`src/rtl/id_ex_stage_pkg.sv`:
```
// Shared rv32i decode/execute constants and the register-address type.
// No logic; imported by the pipeline register, its bypass mux and the port interface.
package id_ex_stage_pkg;
    localparam int XLEN       = 32;
    localparam int REG_ADDR_W = 5;
    localparam int CTRL_W     = 16;
    localparam int CNT_W      = 32;

    typedef logic [REG_ADDR_W-1:0] reg_addr_t;

    localparam reg_addr_t REG_ZERO = '0;
endpackage

```
`src/rtl/id_ex_stage_if.sv`:
```
// Decode/registerfile/writeback/execute signals of the ID->EX pipeline register.
// master = surrounding pipeline, slave = the stage itself.
interface id_ex_stage_if #(
    parameter int XLEN   = id_ex_stage_pkg::XLEN,
    parameter int CTRL_W = id_ex_stage_pkg::CTRL_W,
    parameter int CNT_W  = id_ex_stage_pkg::CNT_W
);
    import id_ex_stage_pkg::*;

    logic              id_valid;
    logic              id_ready;
    logic [XLEN-1:0]   id_pc;
    reg_addr_t         id_rs1;
    reg_addr_t         id_rs2;
    reg_addr_t         id_rd;
    logic [XLEN-1:0]   id_imm;
    logic              id_mem_read;
    logic [CTRL_W-1:0] id_ctrl;
    logic [XLEN-1:0]   rf_op_a;
    logic [XLEN-1:0]   rf_op_b;
    logic              wb_en;
    reg_addr_t         wb_rd;
    logic [XLEN-1:0]   wb_data;
    logic              flush;
    logic              ex_valid;
    logic              ex_ready;
    logic [XLEN-1:0]   ex_pc;
    logic [XLEN-1:0]   ex_imm;
    reg_addr_t         ex_rs1;
    reg_addr_t         ex_rs2;
    reg_addr_t         ex_rd;
    logic [XLEN-1:0]   ex_op_a;
    logic [XLEN-1:0]   ex_op_b;
    logic              ex_mem_read;
    logic [CTRL_W-1:0] ex_ctrl;
    logic [CNT_W-1:0]  bubble_cnt;

    modport master (
        output id_valid, id_pc, id_rs1, id_rs2, id_rd, id_imm, id_mem_read, id_ctrl,
        output rf_op_a, rf_op_b, wb_en, wb_rd, wb_data, flush, ex_ready,
        input  id_ready, ex_valid, ex_pc, ex_imm, ex_rs1, ex_rs2, ex_rd,
        input  ex_op_a, ex_op_b, ex_mem_read, ex_ctrl, bubble_cnt
    );

    modport slave (
        input  id_valid, id_pc, id_rs1, id_rs2, id_rd, id_imm, id_mem_read, id_ctrl,
        input  rf_op_a, rf_op_b, wb_en, wb_rd, wb_data, flush, ex_ready,
        output id_ready, ex_valid, ex_pc, ex_imm, ex_rs1, ex_rs2, ex_rd,
        output ex_op_a, ex_op_b, ex_mem_read, ex_ctrl, bubble_cnt
    );
endinterface

```
`src/rtl/id_ex_stage_operand_bypass.sv`:
```
// Operand select: x0 reads as zero, a matching writeback this cycle wins over the stored value.
// Purely combinational; no latency, no backpressure.
module operand_bypass #(
    parameter int XLEN = id_ex_stage_pkg::XLEN
) (
    input  id_ex_stage_pkg::reg_addr_t rs_i,
    input  logic [XLEN-1:0]            rf_val_i,
    input  logic                       wb_en_i,
    input  id_ex_stage_pkg::reg_addr_t wb_rd_i,
    input  logic [XLEN-1:0]            wb_data_i,
    output logic [XLEN-1:0]            op_o
);
    always_comb begin
        op_o = rf_val_i;
        if (rs_i == id_ex_stage_pkg::REG_ZERO) begin
            op_o = '0;
        end else if (wb_en_i && (wb_rd_i == rs_i)) begin
            op_o = wb_data_i;
        end
    end
endmodule

```
`src/rtl/id_ex_stage.sv`:
```
// ID->EX pipeline register with writeback bypass, load-use bubble insertion and flush; latency 1 cycle.
// Backpressure: id_ready drops while EX is stalled or a load-use hazard exists; held operands track writeback.
module id_ex_stage #(
    parameter int XLEN   = id_ex_stage_pkg::XLEN,
    parameter int CTRL_W = id_ex_stage_pkg::CTRL_W,
    parameter int CNT_W  = id_ex_stage_pkg::CNT_W
) (
    input  logic          clk,
    input  logic          rst,
    id_ex_stage_if.slave  bus
);
    import id_ex_stage_pkg::*;

    logic              ex_valid_q,    ex_valid_d;
    logic [XLEN-1:0]   ex_pc_q,       ex_pc_d;
    logic [XLEN-1:0]   ex_imm_q,      ex_imm_d;
    reg_addr_t         ex_rs1_q,      ex_rs1_d;
    reg_addr_t         ex_rs2_q,      ex_rs2_d;
    reg_addr_t         ex_rd_q,       ex_rd_d;
    logic [XLEN-1:0]   ex_op_a_q,     ex_op_a_d;
    logic [XLEN-1:0]   ex_op_b_q,     ex_op_b_d;
    logic              ex_mem_read_q, ex_mem_read_d;
    logic [CTRL_W-1:0] ex_ctrl_q,     ex_ctrl_d;
    logic [CNT_W-1:0]  bubble_cnt_q,  bubble_cnt_d;

    logic              hz;
    logic              slot_free;
    logic [XLEN-1:0]   cap_op_a, cap_op_b, hold_op_a, hold_op_b;

    // A load in EX cannot forward to a dependent instruction in the same cycle.
    assign hz = bus.id_valid & ex_valid_q & ex_mem_read_q & (ex_rd_q != REG_ZERO)
              & ((ex_rd_q == bus.id_rs1) | (ex_rd_q == bus.id_rs2));
    assign slot_free    = !ex_valid_q | bus.ex_ready;
    assign bus.id_ready = slot_free & !hz;

    operand_bypass #(.XLEN(XLEN)) u_cap_a (
        .rs_i(bus.id_rs1), .rf_val_i(bus.rf_op_a), .wb_en_i(bus.wb_en),
        .wb_rd_i(bus.wb_rd), .wb_data_i(bus.wb_data), .op_o(cap_op_a)
    );
    operand_bypass #(.XLEN(XLEN)) u_cap_b (
        .rs_i(bus.id_rs2), .rf_val_i(bus.rf_op_b), .wb_en_i(bus.wb_en),
        .wb_rd_i(bus.wb_rd), .wb_data_i(bus.wb_data), .op_o(cap_op_b)
    );
    operand_bypass #(.XLEN(XLEN)) u_hold_a (
        .rs_i(ex_rs1_q), .rf_val_i(ex_op_a_q), .wb_en_i(bus.wb_en),
        .wb_rd_i(bus.wb_rd), .wb_data_i(bus.wb_data), .op_o(hold_op_a)
    );
    operand_bypass #(.XLEN(XLEN)) u_hold_b (
        .rs_i(ex_rs2_q), .rf_val_i(ex_op_b_q), .wb_en_i(bus.wb_en),
        .wb_rd_i(bus.wb_rd), .wb_data_i(bus.wb_data), .op_o(hold_op_b)
    );

    always_comb begin
        ex_valid_d    = ex_valid_q;
        ex_pc_d       = ex_pc_q;
        ex_imm_d      = ex_imm_q;
        ex_rs1_d      = ex_rs1_q;
        ex_rs2_d      = ex_rs2_q;
        ex_rd_d       = ex_rd_q;
        ex_op_a_d     = hold_op_a;
        ex_op_b_d     = hold_op_b;
        ex_mem_read_d = ex_mem_read_q;
        ex_ctrl_d     = ex_ctrl_q;
        bubble_cnt_d  = bubble_cnt_q;

        if (bus.flush) begin
            ex_valid_d = 1'b0;
        end else if (!slot_free) begin
            ex_valid_d = 1'b1;
        end else if (hz) begin
            ex_valid_d = 1'b0;
            if (!(&bubble_cnt_q)) begin
                bubble_cnt_d = bubble_cnt_q + CNT_W'(1);
            end
        end else if (bus.id_valid) begin
            ex_valid_d    = 1'b1;
            ex_pc_d       = bus.id_pc;
            ex_imm_d      = bus.id_imm;
            ex_rs1_d      = bus.id_rs1;
            ex_rs2_d      = bus.id_rs2;
            ex_rd_d       = bus.id_rd;
            ex_op_a_d     = cap_op_a;
            ex_op_b_d     = cap_op_b;
            ex_mem_read_d = bus.id_mem_read;
            ex_ctrl_d     = bus.id_ctrl;
        end else begin
            ex_valid_d = 1'b0;
        end
    end

    always_ff @(posedge clk) begin
        if (rst) begin
            ex_valid_q    <= 1'b0;
            ex_pc_q       <= '0;
            ex_imm_q      <= '0;
            ex_rs1_q      <= '0;
            ex_rs2_q      <= '0;
            ex_rd_q       <= '0;
            ex_op_a_q     <= '0;
            ex_op_b_q     <= '0;
            ex_mem_read_q <= 1'b0;
            ex_ctrl_q     <= '0;
            bubble_cnt_q  <= '0;
        end else begin
            ex_valid_q    <= ex_valid_d;
            ex_pc_q       <= ex_pc_d;
            ex_imm_q      <= ex_imm_d;
            ex_rs1_q      <= ex_rs1_d;
            ex_rs2_q      <= ex_rs2_d;
            ex_rd_q       <= ex_rd_d;
            ex_op_a_q     <= ex_op_a_d;
            ex_op_b_q     <= ex_op_b_d;
            ex_mem_read_q <= ex_mem_read_d;
            ex_ctrl_q     <= ex_ctrl_d;
            bubble_cnt_q  <= bubble_cnt_d;
        end
    end

    assign bus.ex_valid    = ex_valid_q;
    assign bus.ex_pc       = ex_pc_q;
    assign bus.ex_imm      = ex_imm_q;
    assign bus.ex_rs1      = ex_rs1_q;
    assign bus.ex_rs2      = ex_rs2_q;
    assign bus.ex_rd       = ex_rd_q;
    assign bus.ex_op_a     = ex_op_a_q;
    assign bus.ex_op_b     = ex_op_b_q;
    assign bus.ex_mem_read = ex_mem_read_q;
    assign bus.ex_ctrl     = ex_ctrl_q;
    assign bus.bubble_cnt  = bubble_cnt_q;
endmodule

```
`src/flat_wrapper.sv`:
```
// flat-port wrapper written by rule: the top's interface ports become plain ports
module id_ex_stage_flat import id_ex_stage_pkg::*;
#(
    parameter int XLEN   = id_ex_stage_pkg::XLEN,
    parameter int CTRL_W = id_ex_stage_pkg::CTRL_W,
    parameter int CNT_W  = id_ex_stage_pkg::CNT_W
)
  (clk, rst, bus_id_valid, bus_id_pc, bus_id_rs1, bus_id_rs2, bus_id_rd, bus_id_imm, bus_id_mem_read, bus_id_ctrl, bus_rf_op_a, bus_rf_op_b, bus_wb_en, bus_wb_rd, bus_wb_data, bus_flush, bus_ex_ready, bus_id_ready, bus_ex_valid, bus_ex_pc, bus_ex_imm, bus_ex_rs1, bus_ex_rs2, bus_ex_rd, bus_ex_op_a, bus_ex_op_b, bus_ex_mem_read, bus_ex_ctrl, bus_bubble_cnt);
  id_ex_stage_if #(.XLEN(XLEN), .CTRL_W(CTRL_W), .CNT_W(CNT_W)) bus_i ();
  input  logic clk;
  input  logic rst;
  input wire logic [$bits(bus_i.id_valid)-1:0] bus_id_valid;
  input wire logic [$bits(bus_i.id_pc)-1:0] bus_id_pc;
  input wire logic [$bits(bus_i.id_rs1)-1:0] bus_id_rs1;
  input wire logic [$bits(bus_i.id_rs2)-1:0] bus_id_rs2;
  input wire logic [$bits(bus_i.id_rd)-1:0] bus_id_rd;
  input wire logic [$bits(bus_i.id_imm)-1:0] bus_id_imm;
  input wire logic [$bits(bus_i.id_mem_read)-1:0] bus_id_mem_read;
  input wire logic [$bits(bus_i.id_ctrl)-1:0] bus_id_ctrl;
  input wire logic [$bits(bus_i.rf_op_a)-1:0] bus_rf_op_a;
  input wire logic [$bits(bus_i.rf_op_b)-1:0] bus_rf_op_b;
  input wire logic [$bits(bus_i.wb_en)-1:0] bus_wb_en;
  input wire logic [$bits(bus_i.wb_rd)-1:0] bus_wb_rd;
  input wire logic [$bits(bus_i.wb_data)-1:0] bus_wb_data;
  input wire logic [$bits(bus_i.flush)-1:0] bus_flush;
  input wire logic [$bits(bus_i.ex_ready)-1:0] bus_ex_ready;
  output wire logic [$bits(bus_i.id_ready)-1:0] bus_id_ready;
  output wire logic [$bits(bus_i.ex_valid)-1:0] bus_ex_valid;
  output wire logic [$bits(bus_i.ex_pc)-1:0] bus_ex_pc;
  output wire logic [$bits(bus_i.ex_imm)-1:0] bus_ex_imm;
  output wire logic [$bits(bus_i.ex_rs1)-1:0] bus_ex_rs1;
  output wire logic [$bits(bus_i.ex_rs2)-1:0] bus_ex_rs2;
  output wire logic [$bits(bus_i.ex_rd)-1:0] bus_ex_rd;
  output wire logic [$bits(bus_i.ex_op_a)-1:0] bus_ex_op_a;
  output wire logic [$bits(bus_i.ex_op_b)-1:0] bus_ex_op_b;
  output wire logic [$bits(bus_i.ex_mem_read)-1:0] bus_ex_mem_read;
  output wire logic [$bits(bus_i.ex_ctrl)-1:0] bus_ex_ctrl;
  output wire logic [$bits(bus_i.bubble_cnt)-1:0] bus_bubble_cnt;
  assign bus_i.id_valid = bus_id_valid;
  assign bus_i.id_pc = bus_id_pc;
  assign bus_i.id_rs1 = bus_id_rs1;
  assign bus_i.id_rs2 = bus_id_rs2;
  assign bus_i.id_rd = bus_id_rd;
  assign bus_i.id_imm = bus_id_imm;
  assign bus_i.id_mem_read = bus_id_mem_read;
  assign bus_i.id_ctrl = bus_id_ctrl;
  assign bus_i.rf_op_a = bus_rf_op_a;
  assign bus_i.rf_op_b = bus_rf_op_b;
  assign bus_i.wb_en = bus_wb_en;
  assign bus_i.wb_rd = bus_wb_rd;
  assign bus_i.wb_data = bus_wb_data;
  assign bus_i.flush = bus_flush;
  assign bus_i.ex_ready = bus_ex_ready;
  assign bus_id_ready = bus_i.id_ready;
  assign bus_ex_valid = bus_i.ex_valid;
  assign bus_ex_pc = bus_i.ex_pc;
  assign bus_ex_imm = bus_i.ex_imm;
  assign bus_ex_rs1 = bus_i.ex_rs1;
  assign bus_ex_rs2 = bus_i.ex_rs2;
  assign bus_ex_rd = bus_i.ex_rd;
  assign bus_ex_op_a = bus_i.ex_op_a;
  assign bus_ex_op_b = bus_i.ex_op_b;
  assign bus_ex_mem_read = bus_i.ex_mem_read;
  assign bus_ex_ctrl = bus_i.ex_ctrl;
  assign bus_bubble_cnt = bus_i.bubble_cnt;
  id_ex_stage #(.XLEN(XLEN), .CTRL_W(CTRL_W), .CNT_W(CNT_W)) u_core (.clk(clk), .rst(rst), .bus(bus_i));
endmodule
```
`config.mk`:
```
export PLATFORM = sky130hd
export DESIGN_NAME = id_ex_stage_flat
export DESIGN_NICKNAME = d
export VERILOG_FILES = /design/src/rtl/id_ex_stage_pkg.sv /design/src/rtl/id_ex_stage_if.sv /design/src/rtl/id_ex_stage_operand_bypass.sv /design/src/rtl/id_ex_stage.sv /design/src/flat_wrapper.sv
export SDC_FILE = /design/constraint.sdc
export NUM_CORES = 1
export LEC_CHECK = 0
export ABC_AREA = 1
export CORE_ASPECT_RATIO = 1.5
export CORE_MARGIN = 3
export CORE_UTILIZATION = 25
export CTS_CLUSTER_DIAMETER = 50
export CTS_CLUSTER_SIZE = 25
export DETAILED_ROUTE_END_ITERATION = 12
export GPL_TIMING_DRIVEN = 0
export PLACE_DENSITY = 0.56
export SLEW_MARGIN = 20
export SYNTH_ARGS = -nofsm -noshare
export SYNTH_HDL_FRONTEND = slang
export SYNTH_HIERARCHICAL = 1
export SYNTH_SLANG_ARGS = --single-unit
```
`constraint.sdc`:
```
create_clock -name clk -period 1.8 [get_ports clk]
set_clock_uncertainty 0.1 [all_clocks]
set_input_delay 0.36 -clock clk [delete_from_list [all_inputs] [get_ports clk]]
set_output_delay 0.36 -clock clk [all_outputs]
set_load 0.02 [all_outputs]
```
## After elaboration in Yosys (flattened, before gate mapping)

Cells that the tools add are included.

| operators by class | value |
|---|---|
| muxes and demuxes | 19 |
| reductions and logical operators | 15 |
| bitwise operators | 10 |
| equality and inequality tests | 6 |
| $add $sub $neg | 1 |

Operators by type and width:

| cell | number |
|---|---|
| 2-to-1 mux 32 bit | 16 |
| adder 32 x 1 -> 32 bit (second input constant) | 1 |
| AND reduction 32 bit | 1 |
| equality test 5 bit | 6 |
| zero test 5 bit | 4 |
| AND reduction 4 bit | 2 |
| bitwise AND 1 bit | 5 |
| nonzero test 5 bit | 1 |
| logical AND 1 bit | 4 |
| 2-to-1 mux 1 bit | 3 |
| inverter 1 bit | 3 |
| zero test 1 bit | 2 |
| OR 1 bit | 2 |
| OR reduction 2 bit | 1 |

| storage, ports and cells | value |
|---|---|
| output and inout bits | 194 |
| flip-flop bits (word level) | 193 |
| logic and storage cells | 62 |
| input bits | 203 |

## Longest topological paths before layout

| depth | value |
|---|---|
| word-level depth | 8 |
| mapped depth | 13 |
| gate-level depth less buffers | 12 |

## Cells and area by module

Netlist, hierarchy kept.

Modules (own cells, without submodules):

| module | cells each | times used | area each (sq um) | seq. area each (sq um) |
|---|---|---|---|---|
| id_ex_stage | 1237 | 1 | 8479.4 | 3863.7 |
| operand_bypass | 199 | 4 | 818.3 | 0.0 |

## Least setup slack after synthesis

No wires, ideal clock.

| timing path | value |
|---|---|
| kind | reg-to-reg |
| start point | reg u_core.bubble_cnt_q[0], in the netlist u_core/bus.bubble_cnt[0] |
| end point | reg u_core.bubble_cnt_q[23], in the netlist u_core/bus.bubble_cnt[23] |
| period minus slack after synthesis | 1.960 ns |
| path slack | -0.160 ns |
| setup time | 0.070 ns |
| data arrival time | 1.790 ns |
| cell stages (with the launch flop) | 11 |
| required time | 1.630 ns |
| path buffers | 1 |
| cell sequence | dfxtp_1 ha_1 nand2_1 nor2_2 nand2_1 nor2_2 a21oi_1 nand4_1 buf_2 nand2_1 a21oi_1 |

| between the ends | value |
|---|---|
| longest elaborated chain between the ends | 3 |
| elaborated cells between the ends (all ways) | 4 |
| those cells by class | 1 x add/sub; 1 x bitwise; 2 x reduce/logical |

RTL lines:

| element | line | RTL |
|---|---|---|
| from (decl) | id_ex_stage.sv:24 | `logic [CNT_W-1:0] bubble_cnt_q, bubble_cnt_d;` |
| from (signal assigned) | id_ex_stage.sv:115 | `bubble_cnt_q <= bubble_cnt_d;` |
| parallel branches: the longest is 3 deep, another holds adder 32 x 1 -> 32 bit | -- |  |

Parallel ways; which one is timed is not known.
A chain may end at the register's enable or synchronous reset.

## Worst setup path after layout

| timing path | value |
|---|---|
| start point | reg u_core.ex_rd_q[2], in the netlist u_core/bus.ex_rd[2] |
| end point | reg u_core.ex_imm_q[3], in the netlist u_core/bus.ex_imm[3] |

| between the ends | value |
|---|---|
| longest elaborated chain between the ends | 5 |
| elaborated cells between the ends (all ways) | 8 |
| those cells by class | 2 x eq/ne; 4 x bitwise; 2 x reduce/logical |

RTL lines:

| element | line | RTL |
|---|---|---|
| from (decl) | id_ex_stage.sv:19 | `reg_addr_t ex_rd_q, ex_rd_d;` |
| from (signal assigned) | id_ex_stage.sv:110 | `ex_rd_q <= ex_rd_d;` |
| equality test 5 bit / nonzero test 5 bit (equally long branches) | id_ex_stage.sv:32, id_ex_stage.sv:31 |  |
| OR 1 bit / bitwise AND 1 bit (equally long branches) | id_ex_stage.sv:32, id_ex_stage.sv:31 |  |
| bitwise AND 1 bit * | id_ex_stage.sv:32 | `& ((ex_rd_q == bus.id_rs1) \| (ex_rd_q == bus.id_rs2));` |
| inverter 1 bit (no source line) * | -- |  |
| AND reduction 4 bit (no source line) * | -- |  |
| to (signal assigned) | id_ex_stage.sv:107 | `ex_imm_q <= ex_imm_d;` |
| to (decl) | id_ex_stage.sv:16 | `logic [XLEN-1:0] ex_imm_q, ex_imm_d;` |

Mark *: on every way between the ends. The rest lies on a longest branch, timed or not.

==> impl_results.md <==
* Outcome: finished with violations
* Failing checks: negative setup slack
* R2r endpoint: u_core/bus.ex_imm[3]$_SDFFE_PP0P_
* Crit-path cells: buf_4 -> xnor2_1 -> nand3_1 -> nand2_4 -> buf_6 -> nand2_4 -> nand3_4 -> buf_12 -> buf_16 -> buf_12 -> buf_16 -> nand2_4 -> a21oi_2
* Slew @ Worst Pin at 829 ps
* Die Area at 0.0497 mm^2
* Syn avg cell area at 5.78 um^2
* Drt drc at 0
* Post-synth EDFFs at 0
* Final setup viols at 191
* Placement Setup Slack at -1150 ps
* Antenna violations before repair at 17
* Routed wire length at 58000 um
* Final HPWL DP at 41400 um
* Wire per inst at 18.5 um
* First-pass GRT wire length at 85400 um
* Remaining antenna violation count at 0
* CP arrival at 2270 ps
* Final min period at 2060 ps
* CP Depth at 13
* TritonCTS buffer count at 17
* Die width at 183 um
* Max-cap violations at 0
* Clock root buffer: clkbuf_16
* DR vias at 14518
* GPL Wtd Cong at 0.910
* Final Max Slew Viols at 0
* Clk Latency, worst-skew pair at 460 ps
* Most frequent cell after synthesis: nand2_1
* Syn Nets at 2237
* FF+latch count, synth at 193
* FF-to-FF Start: u_core/bus.ex_rd[2]$_SDFFE_PP0P_
* Peak supply drop at 614 uV
* Core region area at 0.0461 mm^2
* Synth Flop Type: dfxtp_1
* Clock sinks at 193
* Drt first pass iters at 5
* Setup crit start: u_core/bus.ex_rd[2]$_SDFFE_PP0P_
* Vias/cell at 4.62
* Initial detailed-routing violation count at 581
* Register area at 0.00394 mm^2
* Setup CP Type: register to register
* Synth Instances at 2033
* CP peak stage delay at 370 ps
* Filler cells at 4760
* Synth Cell Area at 0.0118 mm^2
* Worst rel slew slack at 0.447
* H-tree Lvls at 4
* Final #Nets at 2734
* Worst hold path type: primary input to register
* Worst Setup EP: u_core/bus.ex_imm[3]$_SDFFE_PP0P_
* Vias in the first global route at 14521
* Area of the multi-input gates at 0.00803 mm^2
* CTS tree: built
* Grt ovf at 0
* Static leakage at 0.00996 uW
* Synthesis-to-layout area growth at 74.2%
* Yosys warning total at 6
* Slowest cell on crit path: dfxtp_4
* Tcrit/Tclk final at 1.15
* Critical Path Sink Type: register
* Leading area contributor after synthesis: dfxtp_1
* Pin count of the biggest net entering global routing at 21
* Synth area leaders: dfxtp_1, nand2_1, nor2_1
* RSZ-0062 raised after global routing: true
* Ys async rst share at 0
* Final Hold Viols at 0
* Cell Rows at 96
* Final hold slack at 338 ps
* Critical Path RT at 2010 ps
* Most frequent CP cell: nand2_4
* Startpoint Class: register
* Seq/Total Area, Yosys at 0.329
* Worst path bufs/invs at 6
* Peak Freq at 0.485 GHz
* I/O pin count at 397
* Die span in y at 272 um
* Power per cell area at 585 mW/mm^2
* CP Max Fanout at 5
* Share of the synthesized area in the top cell type at 0.329
* R2R cell count at 13
* Port buffer count at 396
* Post-synth top cells: nand2_1, nor2_1, inv_1
* Final worst-path setup slack at -262 ps
* GRT Total Usage at 0.223
* Post-synth cell types at 24
* Clock transition at the registers of the reported paths at 80 ps
* Initial Util at 0.255
* Setup TNS at -31810 ps
* Share of layout cells above drive strength 1 at 0.252
* R2r setup slk at -260 ps
* Maximum clock path buffer count at 2
* Critical path's top delay family: buffers and inverters
-- repair_timing --
action,4_1_cts,5_1_grt
setup endpoints to repair,387,211
setup buffers,51,12
gates resized for setup,719,259
pin swaps,44,55
hold buffers,0,0
gates cloned,31,3
-- cell type report --
class | instances | area share
Antenna cell | 9 | 0.00110
Tap cell | 588 | 0.0359
Sequential cell | 193 | 0.192
Clock inverter | 14 | 0.0103
Inverter | 266 | 0.0489
Clock buffer | 18 | 0.0210
Multi-Input combinational cell | 1460 | 0.392
Buffer | 112 | 0.0495
Timing Repair Buffer | 480 | 0.249
-- metrics by stage --
stage	utilization	total power (uW)	std cells	instance area (um^2)
finish	0.444	12000	3140	20500
global route	0.444	12500	3139	20500
CTS	0.427	12000	3129	19700
detailed placement	0.357	7170	3017	16500
global placement	0.357	7150	3017	16500
floorplan	-	5870	2033	11800
-- registers in the layout (all words and copies together), names as in the netlist --
signal / flops
u_core/bus.bubble_cnt: 32
u_core/bus.ex_ctrl: 16
u_core/bus.ex_imm: 32
u_core/bus.ex_mem_read: 1
u_core/bus.ex_op_a: 32
u_core/bus.ex_op_b: 32
u_core/bus.ex_pc: 32
u_core/bus.ex_rd: 5
u_core/bus.ex_rs1: 5
u_core/bus.ex_rs2: 5
u_core/bus.ex_valid: 1
-- per-layer routing --
metal	global-route usage	wire length, um
met1	0.237	21600
met2	0.424	31300
met3	0.0420	2910
met4	0.0963	2120
met5	0	34
-- cell families (layout without fill, tap and decap cells) --
logic type / after synthesis / after routing / share of synthesized area
adders and majority gates: 1 / 1 / 0.00106
xor gates and xnor gates: 25 / 25 / 0.0186
AOI/OAI and AO/OA: 133 / 133 / 0.0566
other: 0 / 9 / 0
buffers and inverters: 383 / 890 / 0.139
and+or+nand+nor: 1298 / 1301 / 0.456
DFF: 193 / 193 / 0.329
-- tightest hold or removal path, stage by stage --
cell and delay (ps):
dlygate4sd2_1 310, nand4_1 150, a21oi_2 60
-- cells in the final DEF (no fill, tap or decap), types with 27 or more instances in the layout --
| master | n |
|---|---|
| buf_6 | 34 |
| inv_1 | 255 |
| nand2_1 | 528 |
| nor2_1 | 366 |
| dfxtp_1 | 155 |
| clkdlybuf4s50_1 | 187 |
| nand4_1 | 96 |
| a21oi_2 | 100 |
| dlygate4sd2_1 | 199 |
| nor2_2 | 28 |
| nand2_4 | 74 |
| nand2_2 | 95 |
| nor2_4 | 68 |
| buf_12 | 31 |
| buf_4 | 27 |
-- worst min-delay path by stage --
| stage | start | endpoint | slack (ps) | cells after the start |
|---|---|---|---|---|
| 3_5_place_dp | u_core/bus.ex_imm[9]$_SDFFE_PP0P_ | u_core/bus.ex_imm[9]$_SDFFE_PP0P_ | 350 | 2 |
| 6_report | bus_id_rs2[0] | u_core/bus.ex_rs2[0]$_SDFFE_PP0P_ | 340 | 3 |
| 2_1_floorplan | bus_flush | u_core/bus.ex_valid$_SDFF_PP0_ | 340 | 1 |
| 4_1_cts | bus_id_rs2[0] | u_core/bus.ex_rs2[0]$_SDFFE_PP0P_ | 290 | 3 |
| 3_3_place_gp | u_core/bus.ex_pc[21]$_SDFFE_PP0P_ | u_core/bus.ex_pc[21]$_SDFFE_PP0P_ | 350 | 2 |
| 5_1_grt | bus_id_rs2[0] | u_core/bus.ex_rs2[0]$_SDFFE_PP0P_ | 330 | 3 |
-- where the power goes --
group | switching [uW] | leakage [uW] | total (uW) | internal [uW]
Clock | 2110 | 0.000310 | 4270 | 2160
Combinational | 1730 | 0.00806 | 3110 | 1380
Sequential | 154 | 0.00160 | 4600 | 4450
Note: power is estimated with default switching activity, not from simulation.
